File: src/rtl/fp_add_arbiter.sv
// ============================================================================
// Module  : fp_add_arbiter (with its combinational fp_add core)
// Brief   : Round-robin sharing of one fp_add among NUM_REQ requesters,
//           two-stage registered pipeline with a backpressured response.
// Revision: 1.0 - initial release
// ============================================================================
`default_nettype none

`ifndef ROUND_TYPE_WIDTH
`define ROUND_TYPE_WIDTH 3
`define ROUND_RTNE 3'd0
`define ROUND_RTZ  3'd1
`define ROUND_RDN  3'd2
`define ROUND_RUP  3'd3
`define ROUND_RMM  3'd4
`endif

module fp_add #(
    parameter int FP_WIDTH  = 32,
    parameter int EXP_WIDTH = 8,
    parameter int MAN_WIDTH = 23
) (
    input  logic [FP_WIDTH-1:0]          in1_i,
    input  logic [FP_WIDTH-1:0]          in2_i,
    input  logic [`ROUND_TYPE_WIDTH-1:0] round_i,
    output logic [FP_WIDTH-1:0]          out_o
);
    localparam int                   c_W       = MAN_WIDTH + 4;
    localparam int                   c_EW      = EXP_WIDTH + 2;
    localparam logic [c_W-1:0]       c_ONE     = {{(c_W-1){1'b0}}, 1'b1};
    localparam logic [c_EW-1:0]      c_E1      = {{(c_EW-1){1'b0}}, 1'b1};
    localparam logic [EXP_WIDTH-1:0] c_EXP_MAX = '1;
    localparam logic [EXP_WIDTH-1:0] c_EXP_BIG = {{(EXP_WIDTH-1){1'b1}}, 1'b0};

    logic                 w_swap, w_sx, w_sy, w_sign, w_inc, w_sticky, w_eff_sub, w_to_max;
    logic [FP_WIDTH-1:0]  w_x, w_y;
    logic [EXP_WIDTH-1:0] w_ex, w_ey, w_ex_eff, w_ey_eff, w_diff;
    logic [c_W-1:0]       w_mx, w_my, w_my_sh, w_norm;
    logic [c_W:0]         w_sum;
    logic [c_EW-1:0]      w_exp;
    logic [MAN_WIDTH+1:0] w_mant;

    always_comb begin
        // x is always the operand of larger magnitude, so the difference is non-negative
        w_swap   = in2_i[FP_WIDTH-2:0] > in1_i[FP_WIDTH-2:0];
        w_x      = w_swap ? in2_i : in1_i;
        w_y      = w_swap ? in1_i : in2_i;
        w_sx     = w_x[FP_WIDTH-1];
        w_sy     = w_y[FP_WIDTH-1];
        w_ex     = w_x[FP_WIDTH-2 -: EXP_WIDTH];
        w_ey     = w_y[FP_WIDTH-2 -: EXP_WIDTH];
        w_mx     = {|w_ex, w_x[MAN_WIDTH-1:0], 3'b000};
        w_my     = {|w_ey, w_y[MAN_WIDTH-1:0], 3'b000};
        w_ex_eff = (w_ex == '0) ? {{(EXP_WIDTH-1){1'b0}}, 1'b1} : w_ex;
        w_ey_eff = (w_ey == '0) ? {{(EXP_WIDTH-1){1'b0}}, 1'b1} : w_ey;
        w_diff   = w_ex_eff - w_ey_eff;
        if (32'(w_diff) >= c_W) begin
            w_my_sh  = '0;
            w_sticky = |w_my;
        end else begin
            w_my_sh  = w_my >> w_diff;
            w_sticky = |(w_my & ((c_ONE << w_diff) - c_ONE));
        end
        w_my_sh[0] = w_my_sh[0] | w_sticky;
        w_eff_sub  = w_sx ^ w_sy;
        w_sum      = w_eff_sub ? ({1'b0, w_mx} - {1'b0, w_my_sh}) : ({1'b0, w_mx} + {1'b0, w_my_sh});
        w_exp      = {2'b00, w_ex_eff};
        if (w_sum[c_W]) begin
            w_norm = {w_sum[c_W:2], w_sum[1] | w_sum[0]};
            w_exp  = w_exp + c_E1;
        end else begin
            w_norm = w_sum[c_W-1:0];
            // left-normalise, stopping at the minimum exponent to produce subnormals
            for (int i = 0; i < c_W; i++) begin
                if (!w_norm[c_W-1] && (w_exp > c_E1)) begin
                    w_norm = w_norm << 1;
                    w_exp  = w_exp - c_E1;
                end
            end
        end
        w_sign = (w_sum == '0) ? (w_eff_sub ? (round_i == `ROUND_RDN) : w_sx) : w_sx;
        case (round_i)
            `ROUND_RTZ: w_inc = 1'b0;
            `ROUND_RDN: w_inc = w_sign & (w_norm[2] | (|w_norm[1:0]));
            `ROUND_RUP: w_inc = ~w_sign & (w_norm[2] | (|w_norm[1:0]));
            `ROUND_RMM: w_inc = w_norm[2];
            default:    w_inc = w_norm[2] & ((|w_norm[1:0]) | w_norm[3]);
        endcase
        w_mant = {1'b0, w_norm[c_W-1:3]} + {{(MAN_WIDTH+1){1'b0}}, w_inc};
        if (w_mant[MAN_WIDTH+1]) begin
            w_mant = w_mant >> 1;
            w_exp  = w_exp + c_E1;
        end
        w_to_max = (round_i == `ROUND_RTZ) || ((round_i == `ROUND_RDN) && !w_sign) ||
                   ((round_i == `ROUND_RUP) && w_sign);
        if (w_exp >= {2'b00, c_EXP_MAX}) begin
            out_o = w_to_max ? {w_sign, c_EXP_BIG, {MAN_WIDTH{1'b1}}}
                             : {w_sign, c_EXP_MAX, {MAN_WIDTH{1'b0}}};
        end else begin
            out_o = {w_sign, (w_mant[MAN_WIDTH] ? w_exp[EXP_WIDTH-1:0] : {EXP_WIDTH{1'b0}}),
                     w_mant[MAN_WIDTH-1:0]};
        end
        if (w_ex == c_EXP_MAX) begin
            out_o = ((|w_x[MAN_WIDTH-1:0]) || ((w_ey == c_EXP_MAX) && w_eff_sub))
                  ? {1'b0, c_EXP_MAX, 1'b1, {(MAN_WIDTH-1){1'b0}}} : w_x;
        end
    end
endmodule

module fp_add_arbiter #(
    parameter int  NUM_REQ   = 4,
    parameter int  FP_WIDTH  = 32,
    parameter int  EXP_WIDTH = 8,
    parameter int  MAN_WIDTH = 23,
    localparam int ID_WIDTH  = $clog2(NUM_REQ)
) (
    input  logic                                 CLK,
    input  logic                                 RST,
    input  logic [NUM_REQ-1:0]                   REQ_VALID,
    output logic [NUM_REQ-1:0]                   REQ_READY,
    input  logic [NUM_REQ*FP_WIDTH-1:0]          REQ_IN1,
    input  logic [NUM_REQ*FP_WIDTH-1:0]          REQ_IN2,
    input  logic [NUM_REQ*`ROUND_TYPE_WIDTH-1:0] REQ_ROUND,
    output logic                                 RSP_VALID,
    input  logic                                 RSP_READY,
    output logic [FP_WIDTH-1:0]                  RSP_OUT,
    output logic [ID_WIDTH-1:0]                  RSP_ID,
    output logic [31:0]                          OP_COUNT
);
    logic [ID_WIDTH-1:0]          ptr_q, ptr_d, w_gid;
    logic [NUM_REQ-1:0]           w_grant;
    logic                         w_found, w_stall1, w_stall2, w_accept;
    int                           w_idx;
    logic                         v1_q, v2_q;
    logic [ID_WIDTH-1:0]          id1_q, id2_q;
    logic [FP_WIDTH-1:0]          in1_q, in2_q, out2_q, w_sum;
    logic [`ROUND_TYPE_WIDTH-1:0] round1_q;
    logic [31:0]                  count_q, count_d;

    assign w_stall2  = v2_q & ~RSP_READY;
    assign w_stall1  = v1_q & w_stall2;
    assign w_accept  = ~w_stall1 & ~RST;
    assign REQ_READY = {NUM_REQ{w_accept}} & w_grant;

    // first valid requester found scanning upward from ptr_q, wrapping at NUM_REQ
    always_comb begin
        w_grant = '0;
        w_gid   = '0;
        w_found = 1'b0;
        w_idx   = 0;
        for (int k = 0; k < NUM_REQ; k++) begin
            w_idx = int'(ptr_q) + k;
            if (w_idx >= NUM_REQ) w_idx = w_idx - NUM_REQ;
            if (!w_found && REQ_VALID[w_idx]) begin
                w_found        = 1'b1;
                w_grant[w_idx] = 1'b1;
                w_gid          = ID_WIDTH'(w_idx);
            end
        end
    end

    always_comb begin
        ptr_d = ptr_q;
        if (w_accept && w_found) begin
            ptr_d = (w_gid == ID_WIDTH'(NUM_REQ - 1)) ? '0 : w_gid + ID_WIDTH'(1);
        end
        count_d = (RSP_VALID && RSP_READY) ? count_q + 32'd1 : count_q;
    end

    fp_add #(
        .FP_WIDTH  (FP_WIDTH),
        .EXP_WIDTH (EXP_WIDTH),
        .MAN_WIDTH (MAN_WIDTH)
    ) u_fp_add (
        .in1_i   (in1_q),
        .in2_i   (in2_q),
        .round_i (round1_q),
        .out_o   (w_sum)
    );

    always_ff @(posedge CLK) begin
        if (RST) begin
            ptr_q    <= '0;
            count_q  <= '0;
            v1_q     <= 1'b0;
            id1_q    <= '0;
            in1_q    <= '0;
            in2_q    <= '0;
            round1_q <= '0;
            v2_q     <= 1'b0;
            id2_q    <= '0;
            out2_q   <= '0;
        end else begin
            ptr_q   <= ptr_d;
            count_q <= count_d;
            if (w_accept) begin
                v1_q     <= w_found;
                id1_q    <= w_gid;
                in1_q    <= REQ_IN1[w_gid*FP_WIDTH +: FP_WIDTH];
                in2_q    <= REQ_IN2[w_gid*FP_WIDTH +: FP_WIDTH];
                round1_q <= REQ_ROUND[w_gid*`ROUND_TYPE_WIDTH +: `ROUND_TYPE_WIDTH];
            end
            if (!w_stall2) begin
                v2_q   <= v1_q;
                id2_q  <= id1_q;
                out2_q <= w_sum;
            end
        end
    end

    assign RSP_VALID = v2_q;
    assign RSP_ID    = id2_q;
    assign RSP_OUT   = out2_q;
    assign OP_COUNT  = count_q;
endmodule

`default_nettype wire

File: config.mk
export PLATFORM = sky130hd
export DESIGN_NAME = fp_add_arbiter
export DESIGN_NICKNAME = d
export VERILOG_FILES = /design/src/rtl/fp_add_arbiter.sv
export SDC_FILE = /design/constraint.sdc
export NUM_CORES = 1
export LEC_CHECK = 0
export CAP_MARGIN = 20
export CORE_AREA = 4 4 303 305
export DETAILED_ROUTE_END_ITERATION = 10
export DIE_AREA = 0 0 307 309
export HOLD_SLACK_MARGIN = 0.06
export PLACE_DENSITY = 0.67
export SLEW_MARGIN = 10
export SYNTH_ARGS = -nofsm -noshare
export SYNTH_HDL_FRONTEND = slang
export SYNTH_SLANG_ARGS = --single-unit
export TNS_END_PERCENT = 5
File: constraint.sdc
create_clock -name CLK -period 71.4 [get_ports CLK]
set_clock_uncertainty 0.1 [all_clocks]
set_input_delay 7.14 -clock CLK [delete_from_list [all_inputs] [get_ports CLK]]
set_output_delay 7.14 -clock CLK [all_outputs]
set_load 0.05 [all_outputs]
# [Yosys cells after proc, flatten, opt, wreduce, memory -nomap -nowiden]
# Cells that the tools add are included.
[classes] add_sub_neg=43 n_bitwise=20 order_cmp=42 reduce_logical=82 n_mux=162 multipliers=1 n_shift=5 n_eq_ne=7
[op_table] op="$mux 27" n=55
[op_table] op="$mux 10" n=55
[op_table] op="$gt 10x1->1 const B" n=26
[op_table] op="$sub 10x1->10 const B" n=26
[op_table] op="$mux 32" n=8
[op_table] op="$shiftx 128x8->32" n=2
[op_table] op="$ge 32x1->1 const B" n=4
[op_table] op="$lt 32x4->1 const B" n=4
[op_table] op="$mux 24" n=2
[op_table] op="$logic_and 1x1->1" n=39
[op_table] op="$add 32x1->32 const B" n=1
[op_table] op="$gt 31x31->1" n=1
[op_table] op="$logic_not 1->1" n=31
[op_table] op="$mux 31" n=1
[op_table] op="$reduce_or 31->1" n=1
[op_table] op="$add 27x27->28" n=1
[op_table] op="$logic_not 28->1" n=1
[op_table] op="$mux 28" n=1
[op_table] op="$sub 27x27->28" n=1
[op_table] op="$and 27x27->27" n=1
[op_table] op="$reduce_or 27->1" n=1
[op_table] op="$shl 1x8->27 const A" n=1
[op_table] op="$shr 27x8->27" n=1
[op_table] op="$sub 27x1->27 const B" n=1
[op_table] op="other kinds (40)" n=97
[word_totals] reg_bits=139 wordCells=372

# [Logic depth before layout (Yosys ltp)]
[depth] ltp_word=130 ltp_mapped=293

# [Modules after synthesis]
# From an unflattened synthesis, not the netlist that was laid out.
[hier_totals] hier_cells=6659 hier_area_um2=42604.6
[modules_own_cells] module="fp_add" cells_each=5117 area_each_um2=32112.0 n_inst=1
[modules_own_cells] module="fp_add_arbiter" cells_each=1542 area_each_um2=10492.6 n_inst=1

# [Worst setup path before layout]
# Ideal clock, no wire load.
[synth_path] kind="register to register" from="register in1_q[30]" to="register out2_q[23] (netlist: RSP_OUT[23])" path_stages_with_launch=269 n_path_buf=50 required_time_ns=71.197 path_slack_ns=13.628 arrival_time_ns=57.569 setup_time_ns=0.103 path_cell_list="dfxtp_1 -> inv_1 -> ha_1 -> nand4_4 -> or4_4 -> a21o_4 -> a21o_1 -> buf_4 -> nand2_4 -> buf_4 -> buf_2 -> buf_2 -> clkbuf_1 -> clkbuf_1 -> mux2i_1 -> fa_1 -> a21o_1 -> and4_1 -> [... 233 more ...] -> buf_4 -> nor2_4 -> buf_2 -> mux2i_1 -> a21oi_1 -> nor2_1 -> o221a_2 -> a21oi_1 -> ha_1 -> ha_1 -> nand4_1 -> nand4b_4 -> or2_4 -> and3_4 -> o21a_4 -> a211oi_4 -> nor2_1 -> a2111oi_2"
[synth_between] elab_chain_len=130 elab_cells_between_ends=273 classes_between="34 x add/sub; 30 x order compare; 2 x eq/ne; 2 x shift; 125 x mux; 10 x bitwise; 70 x reduce/logical"
[synth_rtl] element="start, declared" line_no="136" source="logic [FP_WIDTH-1:0] in1_q, in2_q, out2_q, w_sum;"
[synth_rtl] element="start signal, assigned" line_no="199" source="in1_q <= REQ_IN1[w_gid*FP_WIDTH +: FP_WIDTH];"
[synth_rtl] element="$gt 31x31->1" line_no="45" source="w_swap = in2_i[FP_WIDTH-2:0] > in1_i[FP_WIDTH-2:0];"
[synth_rtl] element="$mux 32, on equally long branches" line_no="46, 47"
[synth_rtl] element="$logic_not 8->1, on equally long branches" line_no="54, 55"
[synth_rtl] element="$mux 8, on equally long branches" line_no="54, 55"
[synth_rtl] element="$sub 8x8->8" line_no="56" source="w_diff = w_ex_eff - w_ey_eff;"
[synth_rtl] element="$shl 1x8->27" line_no="62" source="w_sticky = |(w_my & ((c_ONE << w_diff) - c_ONE));"
[synth_rtl] element="$sub 27x1->27" line_no="62"
[synth_rtl] element="$and 27x27->27" line_no="62"
[synth_rtl] element="[... 114 more ...]"
[synth_rtl] element="$or 1x1->1, on equally long branches" line_no="87, 84, 85"
[synth_rtl] element="$and 1x1->1, on equally long branches" line_no="87, 84, 85"
[synth_rtl] element="$pmux 1 s4" line_no="82" source="case (round_i)"
[synth_rtl] element="$add 24x1->25" line_no="89" source="w_mant = {1'b0, w_norm[c_W-1:3]} + {{(MAN_WIDTH+1){1'b0}}, w_inc};"
[synth_rtl] element="$mux 10 or $mux 24 (tied branches)" line_no="90" source="if (w_mant[MAN_WIDTH+1]) begin"
[synth_rtl] element="$ge 10x8->1 or $mux 8 (tied branches)" line_no="96, 100"
[synth_rtl] element="$mux 31" line_no="96" source="if (w_exp >= {2'b00, c_EXP_MAX}) begin"
[synth_rtl] element="$mux 32 *" line_no="103" source="if (w_ex == c_EXP_MAX) begin"
[synth_rtl] element="end signal, assigned" line_no="206" source="out2_q <= w_sum;"
[synth_rtl] element="end, declared" line_no="136"
# Mark *: on every way between the ends. The rest lies on a longest branch, timed or not. The select of a mux whose other input is x is not followed.
# A chain may end at the register's enable or synchronous reset.

# [Final worst setup path]
[layout_path] from="register in1_q[2]" to="register out2_q[17] (netlist: RSP_OUT[17])"
[layout_between] elab_chain_len=130 elab_cells_between_ends=272 classes_between="34 x add/sub; 30 x order compare; 2 x eq/ne; 2 x shift; 124 x mux; 10 x bitwise; 70 x reduce/logical"
[layout_rtl] element="$gt 31x31->1" line_no="45"
[layout_rtl] element="$mux 32, on equally long branches" line_no="46, 47"
[layout_rtl] element="$logic_not 8->1, on equally long branches" line_no="54, 55"
[layout_rtl] element="$mux 8, on equally long branches" line_no="54, 55"
[layout_rtl] element="$sub 8x8->8" line_no="56"
[layout_rtl] element="$shl 1x8->27" line_no="62"
[layout_rtl] element="$sub 27x1->27" line_no="62"
[layout_rtl] element="$and 27x27->27" line_no="62"
[layout_rtl] element="[... 114 more ...]"
[layout_rtl] element="$or 1x1->1, on equally long branches" line_no="87, 84, 85"
[layout_rtl] element="$and 1x1->1, on equally long branches" line_no="87, 84, 85"
[layout_rtl] element="$pmux 1 s4" line_no="82"
[layout_rtl] element="$add 24x1->25" line_no="89"
[layout_rtl] element="$mux 10" line_no="90"
[layout_rtl] element="$ge 10x8->1" line_no="96"
[layout_rtl] element="$mux 31" line_no="96"
[layout_rtl] element="$mux 32 *" line_no="103"
# Marks and branches as above.

==> flow_metrics.py <==
metrics = {
    "placed_design": {
        "portBuffers": 345,
        "routabilityCongestion": 1.05,
        "dp_hpwl_um": 127000,
    },
    "timing": {
        "final.period_utilization_pct": 91.5,
        "post-route-min-period_ns": 65.30,
        "finalHoldViolations": 0,
        "setup_viol": 0,
        "relSlewSlack_pct": 16.8,
        "fmax_mhz": 15.3,
        "drv_slew": 0,
        "tns_ns": 0,
        "rsz0062_at_grt": "no",
        "tightest_slew_ns": 1.24,
    },
    "global_routing": {
        "antenna_found_initial": 10,
        "overflow": 0,
        "grt_pass1_vias": 42500,
        "grt_pass1_wl_um": 241000,
        "grt_start_max_net_pins": 95,
        "grtUsageTotal_pct": 31.1,
    },
    "yosys": {
        "syn_avg_cell_area_um2": 6.60,
        "syn_area_mm2": 0.0399,
        "synth.distinct_cells": 175,
        "synth_fp_nets": 6474,
        "synth_cells": 6047,
        "synth.yosys.seq_area_share_pct": 6.97,
        "ys.flop_type": "dfxtp_1",
        "ys_seq_elements": 139,
        "synth_edf_count": 0,
        "async_flop_share_pct": 0,
        "yosysWarnings": 0,
    },
    "floorplan": {
        "die_w_um": 307,
        "ioPinCount": 346,
        "std_cell_rows": 110,
        "die_height_um": 309,
        "start_util_pct": 44.7,
        "dieArea_mm2": 0.0949,
        "core_mm2": 0.0893,
    },
    "worst_setup_path": {
        "startpoint_type": "flip-flop",
        "crit_path_max_incr_delay_ns": 0.79,
        "cp_max_fo": 49,
        "critPathArrivalTime_ns": 65.57,
        "cp-end-kind": "flip-flop",
        "crit_top_cell": "ha_1",
        "reg2reg_slack_ns": 6.10,
        "critPathKind": "flip-flop to flip-flop",
        "crit_slowest_cell": "a31o_2",
        "cp_data_required_time_ns": 71.67,
    },
    "routing": {
        "highest_layer": "met5",
        "wl_met3_um": 11600,
        "wl_per_cell_um": 21.5,
        "drt-pass1-iter-count": 6,
        "ant_nets": 0,
        "wl_met1_um": 64700,
        "wl_met2_um": 72900,
        "drt_iter0_drc": 4747,
        "vias_per_cell": 6.38,
        "post-route-drc-count": 0,
        "num_vias": 46900,
        "drt_wl_total_um": 158000,
    },
    "final_layout": {
        "fillCellCount": 9228,
        "final_cell_mix": "948 x nand2_1, 567 x nor2_1, 507 x a21oi_1",
        "area_delta_synth_final_pct": 11.7,
        "final_common_cell": "nand2_1",
        "ff_latch_area_mm2": 0.00278,
        "nets": 6578,
        "drive_gt1_share_pct": 9.30,
        "multi_input_comb_area_mm2": 0.0348,
    },
    "status": {
        "status": "complete, no violations",
    },
    "clocking": {
        "clk_latency_ns": 0.43,
        "cts_buffer_depth": 2,
        "cts_setup_buffers": 0,
        "tritoncts": "yes",
        "cts.sinks": 139,
        "cts_buffers": 17,
        "htreeDepth": 4,
        "root_buffer": "clkbuf_16",
        "path_clk_slew_ns": 0.07,
    },
    "hold_path": {
        "hp-class": "flip-flop to flip-flop",
    },
    "job": {
        "cap_viol_max_count": 0,
    },
}
## logic make-up (layout without fill, tap and decap cells)
kind of cell / after synthesis / in the layout / share of synthesized area [%]
XOR/XNOR: 189 / 189 / 4.42
buffers and inverters: 548 / 665 / 6.19
adder cells (fa/ha/maj): 152 / 152 / 4.80
flip-flops: 139 / 139 / 6.97
multiplexers: 476 / 476 / 12.7
AND/OR/NAND/NOR: 2645 / 2645 / 32.0
other: 0 / 4 / 0
AO/OA/AOI/OAI: 1898 / 1898 / 32.9
## Yosys cell counts, types with 17 or more instances
master     number  area, µm²
nand2_1       950       3570
nor2_1        570       2140
a21oi_1       511       2560
o21ai_0       397       1990
mux2i_1       365       3650
nand3_1       350       1750
clkbuf_1      232        871
inv_1         186        698
nor3_1        175        876
ha_1          150       1880
dfxtp_1       139       2780
xnor2_1       132       1160
mux2_2         82        923
a31oi_1        76        475
a211oi_1       65        488
a21o_1         60        450
nand4_1        60        375
o211ai_1       59        443
and2_1         58        363
o21ai_1        56        280
or3_1          55        344
and3_1         53        332
nor4_1         53        332
xor2_1         48        420
nand2b_1       47        294
o21a_1         41        308
o31ai_1        41        308
buf_1          32        120
buf_4          30        225
o21bai_1       28        210
a211o_1        27        236
o22ai_1        27        169
or2_2          26        163
buf_6          25        282
a22oi_1        24        180
o2111ai_1      24        210
o31a_1         23        201
or4_1          23        173
buf_2          20        100
a221oi_1       18        158
a21oi_2        17        149
a221o_1        17        170
## registers in the layout (all words and copies together) (netlist names), named ones only
signal and flops:
v1_q 1, in2_q 32, ptr_q 1, RSP_OUT 32, RSP_VALID 1, id1_q 2
RSP_ID 2, OP_COUNT 32, in1_q 32, round1_q 3
## layer usage
metal | vias to the layer above | global-route usage, %
li1 | 22700 | -
met1 | 21800 | 38.8
met2 | 2052 | 52.9
met3 | 374 | 4.12
met4 | 12 | 15.1
met5 | - | 0
## per-stage QoR
stage               hold slack, ns  std cells  worst slack [ns]  instance area [µm²]  util [%]
floorplan                    0.332       6047             13.63                39900         -
global placement             0.338       7304              8.03                43900      49.2
detailed placement           0.347       7305              6.18                43900      49.2
CTS                          0.356       7337              6.06                44500      49.8
global route                 0.383       7342             0.319                44600      49.9
finish                       0.356       7344              6.10                44600      49.9
## critical path, delay by kind of cell, from the launching register on
family | cells | cell delay (ns)
DFF | 1 | 0.42
adders and majority gates | 31 | 9.43
muxes | 4 | 1.10
buffers and inverters | 30 | 6.09
xor gates and xnor gates | 11 | 3.89
and+or+nand+nor | 75 | 20.40
AOI/OAI and AO/OA | 82 | 23.53
## repair_timing
action | 4_1_cts | 5_1_grt
setup endpoints to repair | 0 | 4
hold endpoints to repair | 0 | 0
hold buffers | 0 | 0
gates resized for setup | 0 | 1
## layout make-up
class / instances / share of cell area, %
Sequential cell: 139 / 6.24
Antenna cell: 4 / 0.0225
Inverter: 197 / 1.66
Clock inverter: 14 / 0.303
Timing Repair Buffer: 436 / 9.36
Multi-Input combinational cell: 5360 / 78.1
Tap cell: 1176 / 3.30
Clock buffer: 18 / 0.985
## final timing paths
kind / from / cells past startpoint / endpoint
min reg2reg: id1_q[1]$_SDFFE_PP0P_ / 2 / id1_q[1]$_SDFFE_PP0P_
max: in1_q[2]$_SDFFE_PP0P_ / 233 / RSP_OUT[17]$_SDFFE_PP0N_
max reg2reg: in1_q[2]$_SDFFE_PP0P_ / 233 / RSP_OUT[17]$_SDFFE_PP0N_
min: id1_q[1]$_SDFFE_PP0P_ / 2 / id1_q[1]$_SDFFE_PP0P_
Power is not shown: default switching activity piles up to over one toggle a cycle in this logic, so the estimate is an artifact.
